<file path="src/rtl/pixie_pkg.sv">
// Shared constants and FSM state type for the Pixie frame-buffer reader.
package pixie_pkg;

    localparam int BYTES_PER_LINE = 8;
    localparam int ACTIVE_LINES   = 128;
    localparam int FB_ADDR_W      = 10;
    localparam int H_ACTIVE       = 64;

    typedef enum logic {
        PRIME,
        RUN
    } state_t;

endpackage

</file>
<file path="src/rtl/pixie_raster_timing.sv">
// Pixie raster counters plus registered sync/blank decode.
// Outputs reflect the position at the enable that updated them.
module pixie_raster_timing
    import pixie_pkg::*;
#(
    parameter int H_TOTAL      = 112,
    parameter int H_SYNC_START = 80,
    parameter int H_SYNC_LEN   = 8,
    parameter int V_TOTAL      = 262,
    parameter int V_SYNC_START = 200,
    parameter int V_SYNC_LEN   = 4
) (
    input  logic       clk,
    input  logic       reset,
    input  logic       adv,
    output logic [8:0] hcount,
    output logic [8:0] vcount,
    output logic       hsync,
    output logic       vsync,
    output logic       hblank,
    output logic       vblank
);

    logic h_last;
    logic v_last;

    assign h_last = (hcount == 9'(H_TOTAL - 1));
    assign v_last = (vcount == 9'(V_TOTAL - 1));

    always_ff @(posedge clk) begin
        if (reset) begin
            hcount <= '0;
            vcount <= '0;
            hsync  <= 1'b0;
            vsync  <= 1'b0;
            hblank <= 1'b0;
            vblank <= 1'b0;
        end else if (adv) begin
            hcount <= h_last ? 9'd0 : hcount + 9'd1;
            if (h_last) begin
                vcount <= v_last ? 9'd0 : vcount + 9'd1;
            end
            hsync  <= (hcount >= 9'(H_SYNC_START))
                   && (hcount < 9'(H_SYNC_START + H_SYNC_LEN));
            vsync  <= (vcount >= 9'(V_SYNC_START))
                   && (vcount < 9'(V_SYNC_START + V_SYNC_LEN));
            hblank <= (hcount >= 9'(H_ACTIVE));
            vblank <= (vcount >= 9'(ACTIVE_LINES));
        end
    end

endmodule

</file>
<file path="src/rtl/pixie_video_back_end.sv">
// Pixie frame-buffer reader: prefetch, MSB-first serialiser, raster timing.
// Optional display gate input when PIXIE_DISP_GATE_EN is defined.
module pixie_video_back_end
    import pixie_pkg::*;
#(
    parameter int H_TOTAL      = 112,
    parameter int H_SYNC_START = 80,
    parameter int H_SYNC_LEN   = 8,
    parameter int V_TOTAL      = 262,
    parameter int V_SYNC_START = 200,
    parameter int V_SYNC_LEN   = 4
) (
    input  logic                 clk,
    input  logic                 reset,
    input  logic                 ce_pix,
`ifdef PIXIE_DISP_GATE_EN
    input  logic                 disp_enable,
`endif
    output logic                 rd_en,
    output logic [FB_ADDR_W-1:0] rd_addr,
    input  logic [7:0]           rd_data,
    output logic                 pixel,
    output logic                 hsync,
    output logic                 vsync,
    output logic                 hblank,
    output logic                 vblank
);

    state_t     state;
    state_t     state_nx;
    logic       prime_issue;
    logic       primed;
    logic       adv;
    logic [8:0] hcount;
    logic [8:0] vcount;
    logic [8:0] next_line;
    logic [2:0] byte_nx;
    logic       active;
    logic       byte_rd;
    logic       line_rd;
    logic       rd_pend;
    logic [7:0] hold;
    logic [7:0] shift;
    logic [7:0] load_val;
    logic [7:0] shift_nx;
    logic       en;
    logic       line_ok;

    assign adv = ce_pix && (state == RUN);

    pixie_raster_timing #(
        .H_TOTAL      (H_TOTAL),
        .H_SYNC_START (H_SYNC_START),
        .H_SYNC_LEN   (H_SYNC_LEN),
        .V_TOTAL      (V_TOTAL),
        .V_SYNC_START (V_SYNC_START),
        .V_SYNC_LEN   (V_SYNC_LEN)
    ) u_timing (
        .clk    (clk),
        .reset  (reset),
        .adv    (adv),
        .hcount (hcount),
        .vcount (vcount),
        .hsync  (hsync),
        .vsync  (vsync),
        .hblank (hblank),
        .vblank (vblank)
    );

`ifdef PIXIE_DISP_GATE_EN
    // Display resumes only at a line start so a partial line is never shown.
    logic disp_line;

    always_ff @(posedge clk) begin
        if (reset) begin
            disp_line <= 1'b1;
        end else if (adv) begin
            if (!disp_enable) begin
                disp_line <= 1'b0;
            end else if (hcount == 9'(H_TOTAL - 2)) begin
                disp_line <= 1'b1;
            end
        end
    end

    assign en      = disp_enable && disp_line;
    assign line_ok = disp_enable;
`else
    assign en      = 1'b1;
    assign line_ok = 1'b1;
`endif

    assign active    = (hcount < 9'(H_ACTIVE)) && (vcount < 9'(ACTIVE_LINES));
    assign next_line = (vcount == 9'(V_TOTAL - 1)) ? 9'd0 : vcount + 9'd1;
    assign byte_nx   = hcount[5:3] + 3'd1;
    assign byte_rd   = (hcount[2:0] == 3'd6)
                    && (hcount < 9'(H_ACTIVE - BYTES_PER_LINE))
                    && (vcount < 9'(ACTIVE_LINES));
    assign line_rd   = (hcount == 9'(H_TOTAL - 2))
                    && (next_line < 9'(ACTIVE_LINES));

    // A load can coincide with the capture edge of its own prefetch.
    assign load_val = rd_pend ? rd_data : hold;

    always_comb begin
        shift_nx = shift;
        if (active) begin
            shift_nx = (hcount[2:0] == 3'd0) ? load_val : shift << 1;
        end
    end

    always_ff @(posedge clk) begin
        if (reset) state <= PRIME;
        else       state <= state_nx;
    end

    always_comb begin
        state_nx    = state;
        prime_issue = 1'b0;
        case (state)
            PRIME: begin
                if (primed) state_nx = RUN;
                else        prime_issue = 1'b1;
            end
            RUN: state_nx = RUN;
            default: state_nx = PRIME;
        endcase
    end

    always_ff @(posedge clk) begin
        if (reset) begin
            primed  <= 1'b0;
            rd_en   <= 1'b0;
            rd_addr <= '0;
            rd_pend <= 1'b0;
            hold    <= '0;
            shift   <= '0;
            pixel   <= 1'b0;
        end else begin
            rd_en   <= 1'b0;
            rd_pend <= rd_en;
            if (rd_pend) hold <= rd_data;
            if (prime_issue) begin
                primed  <= 1'b1;
                rd_en   <= 1'b1;
                rd_addr <= '0;
            end else if (adv) begin
                if (byte_rd && en) begin
                    rd_en   <= 1'b1;
                    rd_addr <= {vcount[6:0], byte_nx};
                end else if (line_rd && line_ok) begin
                    rd_en   <= 1'b1;
                    rd_addr <= {next_line[6:0], 3'd0};
                end
                shift <= shift_nx;
                pixel <= active && en && shift_nx[7];
            end
        end
    end

endmodule
</file>
<file path="config.mk">
export PLATFORM = sky130hd
export DESIGN_NAME = pixie_video_back_end
export DESIGN_NICKNAME = d
export VERILOG_FILES = /design/src/rtl/pixie_pkg.sv /design/src/rtl/pixie_raster_timing.sv /design/src/rtl/pixie_video_back_end.sv
export SDC_FILE = /design/constraint.sdc
export NUM_CORES = 1
export LEC_CHECK = 0
export CORE_MARGIN = 2
export CORE_UTILIZATION = 30
export CTS_CLUSTER_DIAMETER = 60
export DETAILED_ROUTE_END_ITERATION = 16
export GPL_ROUTABILITY_DRIVEN = 1
export SKIP_LAST_GASP = 1
export SLEW_MARGIN = 20
export SYNTH_ARGS = -nofsm -noshare
export SYNTH_HDL_FRONTEND = slang
export SYNTH_SLANG_ARGS = --single-unit
export TNS_END_PERCENT = 20
</file>
<file path="constraint.sdc">
create_clock -name clk -period 2 [get_ports clk]
set_clock_uncertainty 0.1 [all_clocks]
set_input_delay 0.6 -clock clk [delete_from_list [all_inputs] [get_ports clk]]
set_output_delay 0.6 -clock clk [all_outputs]
set_load 0.03 [all_outputs]
</file>
# Word-level counts from Yosys, hierarchy flattened

Index checks and enable logic that the tools add are counted.

Reductions and logical operators: 15
Muxes and demuxes: 15
Eq/ne operators: 4
Add/subtract/negate cells: 3
Order comparisons: 10
Bitwise operators: 2

Operators with widths:

| operator            | number |
|---|---|
| $lt 9x8->1 const B  | 3 |
| $mux 8              | 3 |
| $mux 10             | 2 |
| $add 9x1->9 const B | 2 |
| $eq 9x7->1 const B  | 2 |
| $ge 9x7->1 const B  | 2 |
| $ge 9x8->1 const B  | 2 |
| $lt 9x7->1 const B  | 2 |
| $mux 9              | 2 |
| $eq 9x9->1 const B  | 1 |
| $lt 9x6->1 const B  | 1 |
| $logic_and 1x1->1   | 8 |
| $mux 1              | 7 |
| $reduce_and 2->1    | 3 |
| $add 3x1->3 const B | 1 |
| $eq 3x3->1 const B  | 1 |
| $logic_not 3->1     | 1 |
| $reduce_and 3->1    | 1 |
| $not 1->1           | 2 |
| $pmux 1 s2          | 1 |
| $reduce_bool 2->1   | 1 |
| $reduce_or 2->1     | 1 |

Bits of input ports: 11
Output and inout bits: 16
Logic and storage cells: 64
Flip-flop bits (word level): 53

# Depth between registers and ports, before layout

Gate-level depths: netlist of run 1.

Word-level depth: 8
Mapped depth: 8
Gate-level depth less buffers: 7

# Cells and area by module

From an unflattened synthesis of run 1, not the netlist that was laid out.

Cell total of the unflattened synthesis: 305
Area, all modules: 2,571.2 um^2

Modules (own cells, without submodules):

| module               | times used | area each (um^2) | seq. area each (um^2) | cells each |
|---|---|---|---|---|
| pixie_video_back_end | 1          | 1,467.7          | 600.6                 | 172 |
| pixie_raster_timing  | 1          | 1,103.6          | 440.4                 | 133 |

# Worst setup path before layout of run 1

No wires, ideal clock.

Path kind: register -> register
Start: reg u_timing.vcount[0]
End: reg rd_addr[3]
Cell stages (with the launch flop): 8
Data required time: 1.828 ns
Library setup time: 0.072 ns
Period minus slack after synthesis: 1.909 ns
Path buffers: 1
Data arrival time: 1.737 ns
Setup slack: 0.091 ns
Cells stage by stage: dfxtp_1 -> ha_1 -> buf_2 -> nand4_1 -> nor3_1 -> o21bai_4 -> a21oi_4 -> mux2i_1

Cells in the longest elaborated chain, start to end: 6
Elaborated cells between the ends (all ways): 11
Those cells by class: 1 x add/sub; 2 x order compare; 1 x eq/ne; 3 x mux; 4 x reduce/logical

Ends and longest elaborated chain:

| element                                   | line                        | source |
|---|---|---|
| from (decl)                               | pixie_raster_timing.sv:17   | `output logic [8:0] vcount,` |
| from (signal assigned)                    | pixie_raster_timing.sv:41   | `vcount <= v_last ? 9'd0 : vcount + 9'd1;` |
| $add 9x1->9 or $eq 9x9->1 (tied branches) | pixie_video_back_end.sv:94  | `assign next_line = (vcount == 9'(V_TOTAL - 1)) ? 9'd0 : vcount + 9'd1;` |
| $mux 9                                    | pixie_video_back_end.sv:94  |  |
| $lt 9x8->1                                | pixie_video_back_end.sv:100 | `&& (next_line < 9'(ACTIVE_LINES));` |
| $logic_and 1x1->1                         | pixie_video_back_end.sv:100 |  |
| $reduce_bool 2->1 (no source line)        | --                          |  |
| $reduce_and 2->1 (no source line)         | --                          |  |
| to (signal assigned)                      | pixie_video_back_end.sv:150 | `rd_addr <= {vcount[6:0], byte_nx};` |
| to (signal assigned)                      | pixie_video_back_end.sv:153 | `rd_addr <= {next_line[6:0], 3'd0};` |
| to (decl)                                 | pixie_video_back_end.sv:20  | `output logic [FB_ADDR_W-1:0] rd_addr,` |

Parallel ways exist; a longest one is shown, timed or not. The select of a mux whose other input is x is not followed.
A chain may end at the register's enable or synchronous reset.

# Worst setup path after layout of run 1

Start: reg rd_addr[5]
End: out rd_addr[5]

No word-level cell between the ends.

==> flow_summary.yaml, run 1 <==
power:
  ir_drop_v: 0.000411
  cellLeakagePower_nw: 1.29
  p_per_area_nw_per_um2: 595
clock_tree:
  cts_buffers: 5
  clk_pin_slew_ps: 90
  ctsRootBufferMaster: "clkbuf_8"
  clkSinkCount: 52
  htree_levels: 2
  clock_path_buffers: 2
  cts_tree: "done"
  insertion_delay_ps: 310
placement:
  routabilityCongestion: 0.882
  place_inst: 441
  portBuffers: 26
  post-place-ws_ps: -374
  dp_hpwl_um: 4320
global_route:
  grt_antenna_before_repair: 0
  overflow: 0
  grt_pass1_wl_um: 9600
  grt_pass1_vias: 2116
  grtUsageTotal_pct: 13.0
  grt_max_degree: 23
critical_path:
  crit_path_max_fanout: 2
  crit_required_ps: 1300
  critPathSlowestCell: "clkdlybuf4s50_1"
  crit_chain: "clkdlybuf4s50_1"
  r2r-start: "u_timing.vcount[1]"
  worst_setup_path_end_kind: "output pin"
  max_stage_delay_ps: 680
  crit_arrival_ps: 1330
  worst_setup_path_start_kind: "flip-flop"
  cp_top_family: "buffers and inverters"
  path_buf_inv: 1
  path_class: "reg -> out"
  critPathLaunch: "rd_addr[5]"
min_path:
  hold_class: "reg -> reg"
  hold_start: "shift[0]"
sta:
  setup_ws_ps: -34.1
  slew_headroom_pct: 71.9
  holdWs_ps: 352
  setup_viol: 11
  fin_crit_sh_pct: 102
  timing.fmax_ghz: 0.492
  hold_viol: 0
  period_needed_ps: 2030
  rsz0062_at_grt: "true"
  worst_slew_pin_slew_ps: 421
  drv_slew: 0
synth:
  yosysSeqAreaShare_pct: 40.9
  synth.distinct_cells: 54
  syn-cell-area_um2: 2540
  yosysTopAreaCell: "dfxtp_1"
  async_reset_ff_share_pct: 0
  synth_ff_type: "dfxtp_1"
  ys_top_cells_by_area: "dfxtp_1, mux2i_1, nor2_1, nand2_1, a21oi_1"
  synth_top_area_share_pct: 40.9
  synth_edf_count: 0
  synth-seq-cells: 52
  synth_fp_nets: 310
  syn_area_per_cell_um2: 8.72
  synthCells: 292
  yosysWarnings: 0
drt:
  drt_pre_antenna_iters: 4
  drtAntennaViolNets: 0
  drt_drc_violations_left: 0
  finalWirelength_um: 5750
  vias_per_cell: 4.83
  post_drt_wl_per_cell_um: 12.8
  drt-initial-drc-count: 66
  vias: 2173
cells_and_area:
  area_growth_pct: 27.5
  layout_commonest_cell: "dfxtp_1"
  drive_gt1_share_pct: 18.0
  n_antenna_cell: 0
  finalNetCount: 362
  fillers: 842
  mostFrequentLayoutCells: "dfxtp_1, buf_4, nor2_1"
  fin_cells: 450
die:
  io_pins: 27
  die_h_um: 96.1
  die_area_um2: 9240
  coreArea_um2: 8220
  chipWidth_um: 96.1
  row_count: 33
  initial_utilization_pct: 31.0
outcome:
  violations: "setup timing"
  status: "finished with violations"
flow_run:
  cap_viol_max_count: 0
-- layout make-up --
cell class / count / area, µm² / area share (%)
inverters: 10 / 37.5 / 1.16
multi-input cells: 210 / 1380 / 42.4
well taps: 105 / 131 / 4.05
clock inverters: 2 / 35.0 / 1.08
repair buffers: 65 / 553 / 17.0
flip-flops and latches: 52 / 1040 / 32.1
clock buffers: 6 / 72.6 / 2.24
-- worst paths after layout --
path | to | slack (ps) | cells after the start
max | rd_addr[5] | -30 | 1
min | shift[0] | 350 | 2
max reg2reg | rd_addr[6] | 70 | 7
min reg2reg | shift[0] | 350 | 2
-- state kept, by name, indices dropped and copies added (netlist names) --
| name | flops |
|---|---|
| rd_en | 1 |
| u_timing.hblank | 1 |
| shift | 7 |
| pixel | 1 |
| hold | 8 |
| u_timing.vcount | 9 |
| u_timing.hsync | 1 |
| primed | 1 |
| u_timing.vsync | 1 |
| u_timing.hcount | 9 |
| rd_pend | 1 |
| rd_addr | 10 |
| state | 1 |
| u_timing.vblank | 1 |
-- cells in the mapped netlist, types with 3 or more instances --
master / instances
nand3_1: 10
nor2_1: 37
nand2_1: 26
dfxtp_1: 52
mux2i_1: 15
nand4_1: 6
o21a_1: 3
xor2_1: 7
a21o_1: 3
and3_1: 4
nor3_1: 12
o21ai_0: 11
buf_1: 3
buf_2: 9
a22oi_1: 3
clkbuf_1: 6
a21oi_1: 18
xnor2_1: 3
a211oi_1: 8
ha_1: 7
inv_1: 8
nor4_1: 3
-- metal layers --
layer,global-route usage [%],wire length (µm)
met3,2.58,303
met2,22.5,2760
met1,16.5,2630
met5,0,0
met4,3.45,51
-- logic make-up after synthesis --
kind of cell	Yosys count	share of synthesized area (%)
simple gates	118	24.8
compound gates	60	16.2
flops	52	40.9
buf+inv	30	5.31
mux	15	5.90
xor+xnor	10	3.44
fa+ha+maj	7	3.44
-- metrics by stage --
step	TNS [ps]	cell area (µm²)	power [W]	util (%)
6_report	-225	3250	0.00193	39.5
5_1_grt	-1090	3250	0.00200	39.5
4_1_cts	-629	3230	0.00196	39.3
3_5_place_dp	-8530	3120	0.00125	38.0
3_3_place_gp	-7480	3120	0.00125	38.0
2_1_floorplan	0	2540	0.00118	-
-- worst min-delay path: stages (launching register included) --
cell,delay (ps)
dfxtp_1,320
inv_1,50
a21oi_1,50
-- where the power goes --
group / internal (W) / switching [W]
Sequential: 0.00106 / 0.0000162
Clock: 0.000372 / 0.000340
Combinational: 0.0000677 / 0.0000795
-- repair_timing --
action	CTS	global route
buffers inserted	0	1
pin swaps	0	1
gates resized for setup	5	2
setup endpoints to repair	25	32
cloned	0	0
hold buffers	0	0
Note: power is estimated with default switching activity, not from simulation.
==> run 2: changes to the inputs <==
--- a/config.mk
+++ b/config.mk
@@ -5,6 +5,7 @@
 export SDC_FILE = /design/constraint.sdc
 export NUM_CORES = 1
 export LEC_CHECK = 0
+export ABC_AREA = 1
 export CORE_MARGIN = 2
 export CORE_UTILIZATION = 30
 export CTS_CLUSTER_DIAMETER = 60
==> flow_summary.yaml, run 2 <==
outcome:
  status: "finished with violations"
  violations: "setup timing"
clock_tree:
  clk_pin_slew_ps: 110
  cts_setup_buffers: 0
  cts_tree: "done"
  insertion_delay_ps: 320
  clock_path_buffers: 2
  htree_levels: 2
  clkSinkCount: 52
  cts_buffers: 5
  ctsRootBufferMaster: "clkbuf_8"
  hold_buffers: 0
drt:
  drt-initial-drc-count: 198
  drt_pre_antenna_iters: 4
  vias_per_cell: 4.57
  drt_drc_violations_left: 0
  vias: 2236
  drtAntennaViolNets: 0
  finalWirelength_um: 5700
  post_drt_wl_per_cell_um: 11.6
synth:
  ys_top_cells_by_count: "nand2_1, dfxtp_1, nor2_1"
  yosysTopAreaCell: "dfxtp_1"
  synth_edf_count: 0
  yosysSeqAreaShare_pct: 41.3
  synth.distinct_cells: 30
  synth_ff_type: "dfxtp_1"
  yosysMostFrequentCell: "nand2_1"
  yosysWarnings: 0
  synth_fp_nets: 360
  syn-cell-area_um2: 2520
  async_reset_ff_share_pct: 0
  synth_top_area_share_pct: 41.3
  syn_area_per_cell_um2: 7.37
  synth-seq-cells: 52
  synthCells: 342
  ys_top_cells_by_area: "dfxtp_1, nand2_1, nor2_1, inv_1, a21oi_1"
sta:
  worst_slew_pin_slew_ps: 444
  period_needed_ps: 2050
  fin_crit_sh_pct: 102
  drv_slew: 0
  timing.fmax_ghz: 0.488
  setup_viol: 11
  rsz0062_at_grt: "true"
  slew_headroom_pct: 70.4
  setup_ws_ps: -48.0
  hold_viol: 0
  tns_ps: -263
critical_path:
  crit_path_max_fanout: 2
  max_stage_delay_ps: 670
  cp.depth: 1
  r2r-start: "u_timing.vcount[0]"
  reg2reg_setup_slack_ps: 210
  cp_top_family: "buffers and inverters"
  path_buf_inv: 1
  crit_chain: "clkdlybuf4s50_1"
  crit_required_ps: 1300
  reg2reg_to: "rd_en"
  crit_arrival_ps: 1350
  critPathSlowestCell: "clkdlybuf4s50_1"
  reg2regPathDepth: 10
  path_class: "reg -> out"
  worst_setup_path_end_kind: "output pin"
  worst_setup_path_start_kind: "flip-flop"
cells_and_area:
  layout_commonest_cell: "nand2_1"
  drive_gt1_share_pct: 15.1
  area_growth_pct: 24.2
  top_regs: "rd_addr: 10 flops, u_timing.hcount: 9 flops, u_timing.vcount: 9 flops"
  finalNetCount: 401
  fin_util_pct: 38.3
  mostFrequentLayoutCells: "nand2_1, nor2_1, dfxtp_1"
  n_antenna_cell: 0
  fillers: 838
  largest_register_ffs: 10
  largest-register: "rd_addr"
power:
  ir_drop_v: 0.000295
  p_per_area_nw_per_um2: 609
  cellLeakagePower_nw: 1.31
  p_total_w: 0.00191
flow_run:
  cap_viol_max_count: 0
placement:
  dp_hpwl_um: 4160
  portBuffers: 26
  routabilityCongestion: 0.889
global_route:
  grt_antenna_before_repair: 0
  grt_pass1_wl_um: 9360
  overflow: 0
  grt_pass1_vias: 2024
  grt_max_degree: 19
  grtUsageTotal_pct: 13.0
die:
  io_pins: 27
  die_area_um2: 9150
  initial_utilization_pct: 30.8
  row_count: 33
  die_h_um: 95.7
  coreArea_um2: 8180
  chipWidth_um: 95.7
min_path:
  min_to: "rd_pend"
  hold_class: "reg -> reg"
  holdPathStages: 2
  hold_start: "rd_en"
run 2: cell types whose count changed after synthesis, sizes merged, moves of 6 or more:
cell and delta:
nor2 +22, nand2 +38, mux2i -8, o22ai +6, inv +30, nor3 -6, a21oi +8, nand3b +6
nand3 +8, a211oi -9, o21ai +11
run 2: logic make-up after synthesis:
| group | after synthesis | synth area share [%] |
|---|---|---|
| AND/OR/NAND/NOR | 161 | 29.5 |
| AO/OA/AOI/OAI | 58 | 12.1 |
| buffers and inverters | 52 | 9.13 |
| flip-flops | 52 | 41.3 |
| multiplexers | 7 | 2.78 |
| adder cells (fa/ha/maj) | 7 | 3.47 |
| XOR/XNOR | 5 | 1.74 |
run 2: per-layer routing:
metal	global-route usage (%)	wire length, µm
met1	18.0	2910
met2	19.5	2470
met3	2.69	201
met4	5.71	119
met5	0	0
run 2: how the worst max path moves through the flow:
stage / start / endpoint / slack, ps
floorplan: ce_pix / u_timing.vcount[5] / 240
global placement: ce_pix / u_timing.hcount[7] / -290
detailed placement: ce_pix / u_timing.vcount[5] / -310
CTS: rd_addr[1] / rd_addr[1] / -60
global route: u_timing.hsync / hsync / -80
finish: rd_addr[1] / rd_addr[1] / -50
run 2: timing repair:
action,in CTS,in global routing
hold endpoints to repair,0,0
pin swaps,0,2
setup endpoints to repair,16,45
resized for setup,3,13
run 2: worst reg2reg max path: cells and delay by family (launching register included):
kind                       cells  cell delay (ps)
buffers and inverters          1               40
AOI/OAI and AO/OA              1              120
and+or+nand+nor                7              790
adders and majority gates      1              230
DFF                            1              420
run 2: final cells by class:
cell class	count	area [µm²]	area share, %
Multi-Input combinational cell	238	1280	40.9
Inverter	39	149	4.75
Sequential cell	52	1040	33.3
Clock buffer	5	68.8	2.20
Tap cell	105	131	4.19
Timing Repair Buffer	47	432	13.8
Clock inverter	3	27.5	0.879
run 2: report_power, final:
| group | internal (W) | switching, W |
|---|---|---|
| registers | 0.00107 | 0.0000191 |
| clock network | 0.000258 | 0.000383 |
| logic | 0.0000790 | 0.000102 |
| total | 0.00140 | 0.000504 |
run 2: metrics by stage:
stage	area, µm²	cells	hold WS [ps]	setup slack, ps
global route	3130	489	344	-84.4
global placement	3000	481	322	-295
CTS	3090	489	326	-59.2
floorplan	2520	342	341	239
detailed placement	3000	481	323	-312
finish	3130	489	324	-48.0
==> run 3: changes to the inputs <==
==> constraint.sdc (replaced) <==
create_clock -name clk -period 2.45 [get_ports clk]
set_clock_uncertainty 0.1 [all_clocks]
set_input_delay 0.735 -clock clk [delete_from_list [all_inputs] [get_ports clk]]
set_output_delay 0.735 -clock clk [all_outputs]
set_load 0.03 [all_outputs]
==> flow_summary.yaml, run 3 (same netlist as run 2, synthesis figures left out) <==
drt:
  drt_pre_antenna_iters: 4
  finalWirelength_um: 5550
  wl_met3_um: 257
  top_layer_used: "met4"
  drt-met1-wl_um: 2860
  vias: 2208
  drtAntennaViolNets: 0
  drt-initial-drc-count: 102
  wl_met2_um: 2360
  drt_drc_violations_left: 0
  post_drt_wl_per_cell_um: 11.5
  vias_per_cell: 4.57
clock_tree:
  clkSinkCount: 52
  clk_pin_slew_ps: 100
  cts_buffers: 5
  insertion_delay_ps: 310
  post_cts_resized: 0
  ctsRootBufferMaster: "clkbuf_8"
  cts_tree: "done"
  hold_buffers: 0
  cts_setup_buffers: 0
  htree_levels: 2
  clock_path_buffers: 2
cells_and_area:
  ff_latch_area_um2: 1040
  largest-register: "rd_addr"
  finalNetCount: 395
  layout_commonest_cell: "nand2_1"
  mostFrequentLayoutCells: "nand2_1, nor2_1, dfxtp_1"
  n_antenna_cell: 0
  multi_input_area_um2: 1250
  largest_register_ffs: 10
  drive_gt1_share_pct: 11.6
  area_growth_pct: 22.6
  fillers: 836
  top_regs: "rd_addr: 10 flops, u_timing.hcount: 9 flops, u_timing.vcount: 9 flops"
  fin_util_pct: 37.8
min_path:
  holdPathStages: 2
  hold_class: "reg -> reg"
global_route:
  grt_antenna_before_repair: 0
  grt_max_degree: 18
  grt_pass1_wl_um: 9240
  overflow: 0
  grt_pass1_vias: 2028
  grtUsageTotal_pct: 12.7
critical_path:
  cp.depth: 1
  critPathSlowestCell: "clkdlybuf4s50_1"
  path_class: "reg -> out"
  crit_arrival_ps: 1410
  crit_path_max_fanout: 2
  worst_setup_path_end_kind: "output pin"
  worst_setup_path_start_kind: "flip-flop"
  crit_chain: "clkdlybuf4s50_1"
  cp_top_family: "buffers and inverters"
  path_buf_inv: 1
  max_stage_delay_ps: 710
  crit_required_ps: 1620
  reg2reg_setup_slack_ps: 610
  reg2regPathDepth: 10
sta:
  rsz0062_at_grt: "false"
  fin_crit_sh_pct: 91.6
  period_needed_ps: 2240
  worst_slew_pin_slew_ps: 441
  slew_headroom_pct: 70.6
  drv_slew: 0
  timing.fmax_ghz: 0.446
  setup_viol: 0
  holdWs_ps: 334
  hold_viol: 0
outcome:
  status: "finished, final reports clean"
placement:
  portBuffers: 26
  routabilityCongestion: 0.901
  dp_hpwl_um: 4150
power:
  p_per_area_nw_per_um2: 561
  ir_drop_v: 0.000286
  cellLeakagePower_nw: 1.25
die:
  die_area_um2: 9150
  row_count: 33
  chipWidth_um: 95.7
  coreArea_um2: 8180
  initial_utilization_pct: 30.8
  die_h_um: 95.7
  io_pins: 27
flow_run:
  cap_viol_max_count: 0
[run 3: changes by cell type in the layout (fill, tap and decap cells not counted), moves of 2 or more]
cell	before	now
dlygate4sd2_1	3	0
nand2_2	6	3
clkdlybuf4s50_1	21	26
nand2_1	57	60
bufinv_16	0	2
buf_4	20	14
dlymetal6s2s_1	2	0
[run 3: final timing paths]
check,endpoint,start
max reg2reg,rd_en,u_timing.vcount[1]
min,rd_pend,rd_en
min reg2reg,rd_pend,rd_en
max,vsync,u_timing.vsync
[run 3: power by group]
part / switching, W / internal (W) / leakage [nW]
registers: 0.0000154 / 0.000870 / 0.422
clock network: 0.000294 / 0.000411 / 0.0687
logic: 0.0000816 / 0.0000633 / 0.759
[run 3: final cells by class]
type | count | share of cell area, %
clock buffers | 5 | 2.23
clock inverters | 3 | 2.23
inverters | 39 | 4.73
multi-input cells | 238 | 40.4
flip-flops and latches | 52 | 33.7
well taps | 105 | 4.25
repair buffers | 41 | 12.5
[run 3: routing by layer]
layer	vias to the layer above	track usage [%]
met5	-	0
met4	0	4.17
met3	5	2.45
met2	46	18.9
met1	985	18.4
li1	1172	-
[run 3: metrics by stage]
step                      area, µm²  setup slack (ps)  instances  power (W)  setup TNS, ps
final                          3090               206        483    0.00174              0
after global routing           3090               154        483    0.00181              0
after CTS                      3090               198        483    0.00176              0
after detailed placement       2950             -24.2        475    0.00105          -24.2
after global placement         2950             -5.69        475    0.00105          -5.69
after floorplan                2520               554        342   0.000995              0
